===== src/rtl/adder_pkg.sv =====
// Shared definitions for the adder host bridge: state encoding, byte width
// and operand byte-count helper.
package adder_pkg;

  localparam int unsigned BYTE_W = 8;

  typedef enum logic [1:0] {
    RECV_A  = 2'd0,
    RECV_B  = 2'd1,
    CAPTURE = 2'd2,
    SEND    = 2'd3
  } state_t;

  function automatic int unsigned calc_bytes(input int unsigned width);
    return width / BYTE_W;
  endfunction

endpackage


===== src/rtl/adder_tx_serializer.sv =====
// Loads a WIDTH-bit result word and emits it LSB byte first over valid/ready.
// done_c flags the handshake of the final byte.
module adder_tx_serializer #(
  parameter int unsigned WIDTH = 32
) (
  input  logic             clk,
  input  logic             resetn,
  input  logic             load,
  input  logic [WIDTH-1:0] word,
  input  logic             tx_ready,
  output logic             tx_valid,
  output logic [7:0]       tx_data,
  output logic             done_c
);
  import adder_pkg::*;

  localparam int unsigned BYTES = calc_bytes(WIDTH);
  localparam int unsigned CNT_W = (BYTES > 1) ? $clog2(BYTES) : 1;

  logic [WIDTH-1:0] word_q;
  logic [WIDTH-1:0] word_nxt;
  logic [CNT_W-1:0] cnt_q;

  assign word_nxt = word_q >> BYTE_W;
  assign done_c   = tx_valid && tx_ready && (cnt_q == CNT_W'(BYTES - 1));

  // Result register doubles as the shift register feeding tx_data.
  always_ff @(posedge clk) begin
    if (!resetn) begin
      word_q   <= '0;
      cnt_q    <= '0;
      tx_valid <= 1'b0;
      tx_data  <= 8'h00;
    end else if (load) begin
      word_q   <= word;
      cnt_q    <= '0;
      tx_valid <= 1'b1;
      tx_data  <= word[BYTE_W-1:0];
    end else if (tx_valid && tx_ready) begin
      if (done_c) begin
        tx_valid <= 1'b0;
      end else begin
        word_q  <= word_nxt;
        cnt_q   <= cnt_q + CNT_W'(1);
        tx_data <= word_nxt[BYTE_W-1:0];
      end
    end
  end

endmodule


===== src/rtl/adder_byte_bridge.sv =====
// Host byte-stream bridge: assembles two little-endian operands for the adder
// core, captures its one-cycle sum and returns it as a byte stream.
module adder_byte_bridge #(
  parameter int unsigned WIDTH = 32
) (
  input  logic             clk,
  input  logic             resetn,
  input  logic             rx_valid,
  input  logic [7:0]       rx_data,
  output logic             rx_ready,
  output logic             tx_valid,
  output logic [7:0]       tx_data,
  input  logic             tx_ready,
  output logic             add_en,
  output logic [WIDTH-1:0] add_x,
  input  logic [WIDTH-1:0] add_out
);
  import adder_pkg::*;

  localparam int unsigned BYTES = calc_bytes(WIDTH);
  localparam int unsigned CNT_W = (BYTES > 1) ? $clog2(BYTES) : 1;

  state_t           state_q, state_d;
  logic [CNT_W-1:0] cnt_q, cnt_d;
  logic [WIDTH-1:0] asm_q, asm_d;
  logic [WIDTH-1:0] add_x_d;
  logic             add_en_d;
  logic             rx_ready_d;
  logic             wait_q, wait_d;
  logic             load_c;
  logic             done_c;

  always_ff @(posedge clk) begin
    if (!resetn) begin
      state_q  <= RECV_A;
      cnt_q    <= '0;
      asm_q    <= '0;
      add_x    <= '0;
      add_en   <= 1'b0;
      rx_ready <= 1'b1;
      wait_q   <= 1'b0;
    end else begin
      state_q  <= state_d;
      cnt_q    <= cnt_d;
      asm_q    <= asm_d;
      add_x    <= add_x_d;
      add_en   <= add_en_d;
      rx_ready <= rx_ready_d;
      wait_q   <= wait_d;
    end
  end

  always_comb begin
    state_d    = state_q;
    cnt_d      = cnt_q;
    asm_d      = asm_q;
    add_x_d    = add_x;
    add_en_d   = 1'b0;
    rx_ready_d = rx_ready;
    wait_d     = wait_q;
    load_c     = 1'b0;

    case (state_q)
      RECV_A, RECV_B: begin
        if (rx_valid && rx_ready) begin
          for (int k = 0; k < int'(BYTES); k++) begin
            if (cnt_q == CNT_W'(k)) asm_d[k*BYTE_W +: BYTE_W] = rx_data;
          end
          if (cnt_q == CNT_W'(BYTES - 1)) begin
            add_x_d  = asm_d;
            add_en_d = 1'b1;
            cnt_d    = '0;
            if (state_q == RECV_A) begin
              state_d = RECV_B;
            end else begin
              state_d    = CAPTURE;
              rx_ready_d = 1'b0;
              wait_d     = 1'b0;
            end
          end else begin
            cnt_d = cnt_q + CNT_W'(1);
          end
        end
      end
      // First cycle overlaps add_en for B; the sum is present on the second.
      CAPTURE: begin
        if (!wait_q) begin
          wait_d = 1'b1;
        end else begin
          load_c  = 1'b1;
          state_d = SEND;
        end
      end
      SEND: begin
        if (done_c) begin
          state_d    = RECV_A;
          rx_ready_d = 1'b1;
        end
      end
      default: state_d = RECV_A;
    endcase
  end

  adder_tx_serializer #(.WIDTH(WIDTH)) u_tx (
    .clk      (clk),
    .resetn   (resetn),
    .load     (load_c),
    .word     (add_out),
    .tx_ready (tx_ready),
    .tx_valid (tx_valid),
    .tx_data  (tx_data),
    .done_c   (done_c)
  );

endmodule


===== config.mk =====
export PLATFORM = sky130hd
export DESIGN_NAME = adder_byte_bridge
export DESIGN_NICKNAME = d
export VERILOG_FILES = /design/src/rtl/adder_pkg.sv /design/src/rtl/adder_tx_serializer.sv /design/src/rtl/adder_byte_bridge.sv
export SDC_FILE = /design/constraint.sdc
export NUM_CORES = 1
export LEC_CHECK = 0
export BUFFER_PORTS_ARGS = -buffer_cell sky130_fd_sc_hd__buf_2
export CAP_MARGIN = 20
export CORE_ASPECT_RATIO = 0.9
export CORE_UTILIZATION = 58
export DETAILED_ROUTE_END_ITERATION = 10
export GPL_ROUTABILITY_DRIVEN = 0
export MAX_ROUTING_LAYER = met4
export PLACE_DENSITY_LB_ADDON = 0.25
export SKIP_LAST_GASP = 1
export SYNTH_ARGS = -nofsm -noshare
export SYNTH_HDL_FRONTEND = slang
export SYNTH_SLANG_ARGS = --single-unit

===== constraint.sdc =====
create_clock -name clk -period 3.95 [get_ports clk]
set_input_delay 0.5925 -clock clk [delete_from_list [all_inputs] [get_ports clk]]
set_output_delay 0.5925 -clock clk [all_outputs]
set_load 0.02 [all_outputs]

==> reports/metrics.cfg, run 1 <==
[placed_design]
io_buffers = 86
postPlaceCellArea_mm2 = 0.00458
dpl.hpwl_mm = 5.90

[synth]
syn_inst = 465
ys_warn_count = 0
synth_area_leaders = dfxtp_1 (46%), mux2i_1 (12%), nand2_1 (7.2%), a211oi_2 (7.0%), nor2_1 (5.0%)
synth_cell_types = 26
yosys.area.top_type = dfxtp_1
netlist.area_leader.share_pct = 45.9
synth_nets = 518
ys_seq_area_share_pct = 45.9
avgSynthCellArea_um2 = 9.19
synth_area_mm2 = 0.00427
ys_seq_elements = 98

[timing]
setup-violations-final = 0
slew_viol_final = 0
period_minus_slack_ns = 2.16
slew-limit-headroom_pct = 36.0
final_hold_viol_count = 0
rsz0062_at_grt = false
timing.final.crit_share_pct = 54.6
clock_skew_ns = 0.0129
finalSetupTns_ns = 0
fmax_ghz = 0.464
worstMarginPinSlew_ns = 0.957

[power_and_ir_drop]
p_leak_nw = 2.06
finalPower_mw = 2.13
p_per_area_mw_per_mm2 = 446
peakVddDrop_mv = 0.286

[setup_path]
crit_type = reg -> reg
crit_path_end_kind = register
reg2reg_depth = 6
r2r_start = state_q[0]$_SDFFE_PN0P_
worst_ep_required_time_ns = 4.23
start_kind = register
critical_path.max_fanout = 56
reg2reg_slack_ns = 1.79
r2r_end = add_x[17]$_SDFFE_PN0P_
worstPathArrival_ns = 2.43

[job]
maxCapViolations = 0

[route]
vias_per_cell = 5.43
drc_errors = 0
vias = 3359
routed_wl_mm = 8.84
ant_nets = 0
wl_per_cell_um = 14.3
drtIter0Drc = 233
firstDrtPassIters = 4

[clock_network]
cts_made_buffers = 9
post_cts_resized = 0
cts_tree = yes
clock_path_buffers = 2
post_cts_buffers = 0
cts_root_buffer = clkbuf_8
htreeDepth = 3
clk_latency_ns = 0.36
clock-sinks = 98
postCtsHoldBufs = 0
clk_pin_slew_worst_paths_ns = 0.09

[finish]
antennaDiodeCount = 0
nFillCells = 624
postLayoutCellArea_mm2 = 0.00477
areaGrowthSynthToFinish_pct = 11.7
final_cell_mix = dfxtp_1 (98), buf_2 (86), nand2_1 (81)
nets = 574
final_common_cell = dfxtp_1
drive_above_1_share_pct = 24.9

[hold_path]
hold_class = reg -> reg
worstHoldStart = asm_q[17]$_SDFFE_PN0P_
min_delay_worst_endpoint = asm_q[17]$_SDFFE_PN0P_
hold_depth = 2

[global_routing]
overflow = 0
grt_pass1_wl_mm = 14.6
track_usage_pct = 24.6
antenna_found_initial = 0
grt_max_degree = 59
grt_pass1_vias = 3111

[floorplan]
start_util_pct = 60.4
pin_count = 87
die_y_um = 83.4
die_area_mm2 = 0.00771
rows = 29
die_w_um = 92.5
core_area_mm2 = 0.00708

[run_status]
status = complete, no violations

==> layout make-up <==
class	count	area, um^2	area share, %
Clock buffer	13	169	3.54
Multi-Input combinational cell	316	2030	42.4
Clock inverter	3	21.3	0.446
Inverter	7	26.3	0.550
Tap cell	93	116	2.44
Timing Repair Buffer	89	453	9.49
Sequential cell	98	1960	41.1
==> where the power goes <==
group / internal, mW / switching, mW
logic: 0.166 / 0.264
registers: 1.04 / 0.0351
clock network: 0.283 / 0.336
==> per-layer routing <==
metal | GRT usage [%] | part of all wire, %
met2 | 36.9 | 46
met4 | 7.81 | 1.3
met1 | 33.0 | 49
met3 | 5.49 | 3.9
met5 | - | 0
==> cell families after synthesis <==
group	after synthesis	synth area share [%]
AOI/OAI and AO/OA	97	17.6
xor gates and xnor gates	1	0.205
adders and majority gates	9	2.64
buffers and inverters	51	6.74
DFF	98	45.9
muxes	53	12.4
and+or+nand+nor	156	14.5
==> cells in the mapped netlist (all sizes together) <==
library cell,instances
a211o,1
nor2,57
clkbuf,10
and3,1
o211a,2
and2,5
ha,9
buf,34
o2bb2ai,1
mux2i,53
nand2,82
a211oi,48
xor2,1
o21ai,1
a221o,1
a221oi,1
nand3,10
a21oi,42
dfxtp,98
nand3b,1
inv,7
==> worst max path at each step <==
stage	start	cells after the start	end	slack (ns)
after global placement	tx_ready	5	u_tx.word_q[4]$_SDFFE_PN0P_	1.81
final	state_q[0]$_SDFFE_PN0P_	6	add_x[17]$_SDFFE_PN0P_	1.79
after CTS	state_q[0]$_SDFFE_PN0P_	6	add_x[22]$_SDFFE_PN0P_	1.78
after floorplan	state_q[0]$_SDFFE_PN0P_	9	add_x[14]$_SDFFE_PN0P_	2.25
after global routing	state_q[0]$_SDFFE_PN0P_	6	add_x[20]$_SDFFE_PN0P_	1.60
after detailed placement	tx_ready	5	u_tx.word_q[5]$_SDFFE_PN0P_	1.76
==> critical path: stages (launching register included) <==
cell      delay [ns]
dfxtp_1         0.36
inv_1           0.09
ha_1            0.22
o211a_1         0.40
and2_4          0.66
nor2_1          0.12
a211oi_2        0.22
==> flip-flops by register name, indices dropped and copies added (netlist names) <==
name           flops
add_x             32
u_tx.word_q       32
asm_q             24
cnt_q              2
state_q            2
u_tx.cnt_q         2
add_en             1
rx_ready           1
u_tx.tx_valid      1
wait_q             1
==> metrics by stage <==
| step | util [%] | setup slack, ns | cells | hold slack (ns) |
|---|---|---|---|---|
| floorplan | - | 2.25 | 465 | 0.436 |
| global placement | 64.8 | 1.81 | 603 | 0.441 |
| detailed placement | 64.8 | 1.76 | 603 | 0.448 |
| CTS | 67.5 | 1.78 | 619 | 0.450 |
| global route | 67.5 | 1.60 | 619 | 0.460 |
| finish | 67.5 | 1.79 | 619 | 0.458 |
(Power assumes the default switching activity.)
==> inputs of run 2 (changes only) <==
CORE_UTILIZATION = 54   (was 58)
clock period = 2.2 ns   (was 3.95 ns; I/O delays follow)
==> run 2 against run 1 <==
Sequential power up 80%. Sequential share of layout area fell by 1.0 points. Combinational power increased by 86%. Register-to-register slack worse by 1.5 ns. Fmax increased by 14%. Hold slack worse by 0.27 ns. Utilization fell by 3.2 points. Critical path depth increased by 1. Setup slack lost 1.5 ns. Total power is 89% higher. Cell count is 1.3% higher. Count of clock-buffer cells in the layout fell by 2. Critical endpoint is now add_x[15]$_SDFFE_PN0P_.
==> reports/metrics.cfg, run 2 (synthesized netlist as in run 1, its figures left out) <==
[clock_network]
cts_made_buffers = 9
cts_root_buffer = clkbuf_8
post_cts_resized = 0
clock_path_buffers = 2
htreeDepth = 3
clk_pin_slew_worst_paths_ns = 0.09
cts_tree = yes
clock-sinks = 98
postCtsHoldBufs = 0
clk_latency_ns = 0.38
post_cts_buffers = 0

[placed_design]
postPlaceCellArea_mm2 = 0.00468
io_buffers = 86
dpl.hpwl_mm = 6.06

[global_routing]
grt_pass1_vias = 3065
track_usage_pct = 23.0
grt_max_degree = 61
antenna_found_initial = 0
overflow = 0
grt_pass1_wl_mm = 14.3

[route]
drtIter0Drc = 149
vias = 3334
drc_errors = 0
ant_nets = 0
firstDrtPassIters = 4
routed_wl_mm = 8.96
vias_per_cell = 5.32
wl_per_cell_um = 14.3

[setup_path]
crit_type = reg -> reg
reg2reg_depth = 7
worstPathArrival_ns = 2.20
crit_path_end_kind = register
critical_path.max_fanout = 23
start_kind = register
worst_ep_required_time_ns = 2.50

[timing]
slew_viol_final = 0
timing.final.crit_share_pct = 86.3
finalSetupTns_ns = 0
clock_skew_ns = 0.00568
setup-violations-final = 0
fmax_ghz = 0.527
holdWs_ns = 0.184
slew-limit-headroom_pct = 63.8
final_hold_viol_count = 0
period_minus_slack_ns = 1.90
worstMarginPinSlew_ns = 0.543
rsz0062_at_grt = false

[power_and_ir_drop]
p_sw_mw = 1.16
seq_power_share_pct = 48.2
finalPower_mw = 4.02
swShare_pct = 28.9
pwr-share-clk_pct = 31.9
p_leak_nw = 2.11
p_int_mw = 2.86
p_per_area_mw_per_mm2 = 820
peakVddDrop_mv = 0.504
comb_power_share_pct = 19.9

[finish]
final_cell_mix = dfxtp_1 (98), buf_2 (86), nand2_1 (81)
antennaDiodeCount = 0
nets = 579
drive_above_1_share_pct = 25.6
postLayoutCellArea_mm2 = 0.00489
areaGrowthSynthToFinish_pct = 14.6
final_common_cell = dfxtp_1
top_regs = add_x (32), u_tx.word_q (32), asm_q (24)

[floorplan]
pin_count = 87
start_util_pct = 56.1
die_y_um = 86.4
rows = 30
die_area_mm2 = 0.00827
core_area_mm2 = 0.00762
die_w_um = 95.8

[run_status]
status = complete, no violations

[hold_path]
hold_class = in -> reg
hold_depth = 3

[job]
maxCapViolations = 0

run 2: cell count changes in the layout (fill, tap and decap cells not counted), sizes merged:
cell and change:
bufinv +2, clkinv +2, buf +5, inv -2
clkbuf -2
run 2: routing by layer:
layer  up-vias  routed length, um  track usage (%)
met1      1524               4360             30.9
met3        12                570             5.00
li1       1705                  -                -
met2        93               3910             34.2
met5         -                  0                -
met4         0                116             8.28
run 2: metrics by stage:
step | std cells | utilization [%] | setup slack (ns)
after floorplan | 465 | - | 0.500
after global placement | 611 | 61.4 | 0.416
after detailed placement | 611 | 61.4 | 0.331
after CTS | 627 | 64.2 | 0.307
after global routing | 627 | 64.2 | 0.169
final | 627 | 64.2 | 0.302
run 2: area by class of cell:
type | instances | area [um^2]
fillers | 682 | 2730
well taps | 96 | 120
inverters | 7 | 27.5
repair buffers | 94 | 541
multi-input cells | 316 | 2030
flip-flops and latches | 98 | 1960
clock buffers | 11 | 141
clock inverters | 5 | 77.6
run 2: final timing paths:
kind	start	endpoint	slack, ns
worst max-delay path	state_q[0]$_SDFFE_PN0P_	add_x[15]$_SDFFE_PN0P_	0.30
worst min-delay path	add_out[28]	u_tx.word_q[28]$_SDFFE_PN0P_	0.18
worst max register to register	state_q[0]$_SDFFE_PN0P_	add_x[15]$_SDFFE_PN0P_	0.30
worst min register to register	asm_q[3]$_SDFFE_PN0P_	asm_q[3]$_SDFFE_PN0P_	0.46
run 2: worst max-delay path: stages, from the launching register on:
cell	delay (ns)
dfxtp_1	0.35
inv_1	0.09
ha_1	0.21
o211a_1	0.37
and2_4	0.22
buf_4	0.29
nor2_1	0.09
a211oi_2	0.19
run 2: power groups by stage:
stage	Clock, mW	Sequential, mW	Combinational, mW
2_1_floorplan	0	1.99	0.585
3_3_place_gp	0	1.97	0.774
3_5_place_dp	0	1.98	0.791
4_1_cts	1.31	1.94	0.799
5_1_grt	1.37	1.95	0.878
6_report	1.28	1.94	0.801
==> inputs of run 3 (changes only) <==
ABC_AREA = 1   (was unset)
CORE_UTILIZATION = 55   (was 54)
==> run 3 against run 2 <==
Clock power decreased by 8%. Die area grew 0.86%. First-iteration DRC count grew 31%. Clock skew grew 0.0028 ns. Hold slack better by 0.027 ns. Setup slack better by 0.11 ns. Total power is essentially flat. Register-to-register slack gained 0.11 ns. Sequential share of layout area is 0.20 points lower. Critical path type unchanged.
==> reports/metrics.cfg, run 3 <==
[timing]
final_hold_viol_count = 0
finalSetupTns_ns = 0
clock_skew_ns = 0.00849
slew-limit-headroom_pct = 65.0
timing.final.crit_share_pct = 81.4
fmax_ghz = 0.558
period_minus_slack_ns = 1.79
setup-violations-final = 0
rsz0062_at_grt = false
slew_viol_final = 0
worstMarginPinSlew_ns = 0.525

[synth]
synth_edf_count = 0
ys_warn_count = 0
synth_cell_types = 25
ys_seq_area_share_pct = 44.7
synth_area_mm2 = 0.00439
synth-adder-area-share_pct = 2.56
synth_top_family_by_area = simple AND/OR/NAND/NOR gates
ys_seq_elements = 98
synthTopCellsByCount = nand2_1 (144), dfxtp_1 (98), inv_1 (73), a21oi_1 (70), nand3_1 (36)
syn_inst = 603
yosys.area_share.simple_pct = 21.2
synth_mux_area_share_pct = 0
synth_xor_area_share_pct = 0
yosys.area.top_type = dfxtp_1
synthArstFlopShare_pct = 0
synth_nets = 656
synth_flop_cell = dfxtp_1
synth_area_leaders = dfxtp_1 (45%), nand2_1 (12%), a21oi_1 (8.0%), inv_1 (6.2%), nand3_1 (4.1%)
synth_compound_area_share_pct = 18.4
avgSynthCellArea_um2 = 7.28
netlist.area_leader.share_pct = 44.7
yosysMostFrequentCell = nand2_1

[finish]
antennaDiodeCount = 0
drive_above_1_share_pct = 18.1
final_common_cell = nand2_1
areaGrowthSynthToFinish_pct = 12.1
utilization_pct = 64.6
top_regs = add_x (32), u_tx.word_q (32), asm_q (24)
nets = 716
final_cell_mix = nand2_1 (144), dfxtp_1 (98), buf_2 (86)

[placed_design]
io_buffers = 86
dpl.hpwl_mm = 6.61

[floorplan]
die_y_um = 86.8
die_area_mm2 = 0.00834
pin_count = 87
rows = 30
core_area_mm2 = 0.00762
start_util_pct = 57.6
die_w_um = 96.2

[clock_network]
cts_tree = yes
post_cts_buffers = 0
clock-sinks = 98
post_cts_resized = 0
cts_root_buffer = clkbuf_8
cts_made_buffers = 9
clk_latency_ns = 0.36
clk_pin_slew_worst_paths_ns = 0.09
clock_path_buffers = 2
postCtsHoldBufs = 0
htreeDepth = 3

[route]
drc_errors = 0
firstDrtPassIters = 5
routed_wl_mm = 9.72
vias_per_cell = 5.12
vias = 3912
drtIter0Drc = 195
wl_per_cell_um = 12.7
ant_nets = 0

[global_routing]
grt_pass1_wl_mm = 15.6
track_usage_pct = 24.9
grt_max_degree = 53
grt_pass1_vias = 3469
antenna_found_initial = 0
overflow = 0

[setup_path]
worstPathArrival_ns = 2.03
reg2reg_depth = 8
crit_type = reg -> reg
start_kind = register
worst_ep_required_time_ns = 2.44
critical_path.max_fanout = 52
crit_path_end_kind = register

[job]
maxCapViolations = 0

[power_and_ir_drop]
p_leak_nw = 2.05
finalPower_mw = 4.02
peakVddDrop_mv = 0.435
p_per_area_mw_per_mm2 = 816

[hold_path]
hold_depth = 3
hold_class = in -> reg

[run_status]
status = complete, no violations

## run 3: final timing paths
kind,startpoint,to,slack (ns)
max reg2reg,state_q[0]$_SDFFE_PN0P_,u_tx.word_q[22]$_SDFFE_PN0P_,0.41
min reg2reg,asm_q[22]$_SDFFE_PN0P_,asm_q[22]$_SDFFE_PN0P_,0.46
min,add_out[25],u_tx.word_q[25]$_SDFFE_PN0P_,0.21
max,state_q[0]$_SDFFE_PN0P_,u_tx.word_q[22]$_SDFFE_PN0P_,0.41
## run 3: logic make-up (layout without fill, tap and decap cells)
family                     after synthesis  count (layout)
buffers and inverters                  122             187
AOI/OAI and AO/OA                      150             150
and+or+nand+nor                        224             224
adders and majority gates                9               9
DFF                                     98              98
## run 3: worst max-delay path, cell delays in order (launching register included)
cell and delay [ns]:
dfxtp_1 0.34, inv_1 0.11, ha_1 0.28, nand2_4 0.13, inv_4 0.38, nor2_4 0.07
buf_4 0.20, nand2_1 0.09, a21oi_1 0.07
## run 3: report_power, final
group,internal [mW],switching (mW),total (mW)
sequential,1.90,0.0720,1.97
combinational,0.270,0.595,0.865
clock,0.559,0.621,1.18
total,2.73,1.29,4.02
## run 3: stage by stage
step                setup WS (ns)  std cells  hold WS, ns  instance area, um^2
floorplan                   0.839        603        0.424                 4390
global placement            0.525        748        0.433                 4720
detailed placement          0.445        748        0.451                 4720
CTS                         0.414        764        0.198                 4920
global route                0.247        764        0.199                 4920
finish                      0.409        764        0.211                 4920
## run 3: final cells by class
class	instances	area, um^2
Multi-Input combinational cell	383	1850
Sequential cell	98	1960
Clock buffer	10	138
Clock inverter	6	65.1
Fill cell	688	2700
Timing Repair Buffer	94	490
Tap cell	96	120
Inverter	77	292
## run 3: routing by layer
layer	GRT usage, %	wire (um)	up-vias
met4	7.46	89	0
met5	-	0	-
li1	-	-	2018
met1	32.6	4550	1774
met3	5.53	616	10
met2	38.4	4460	110
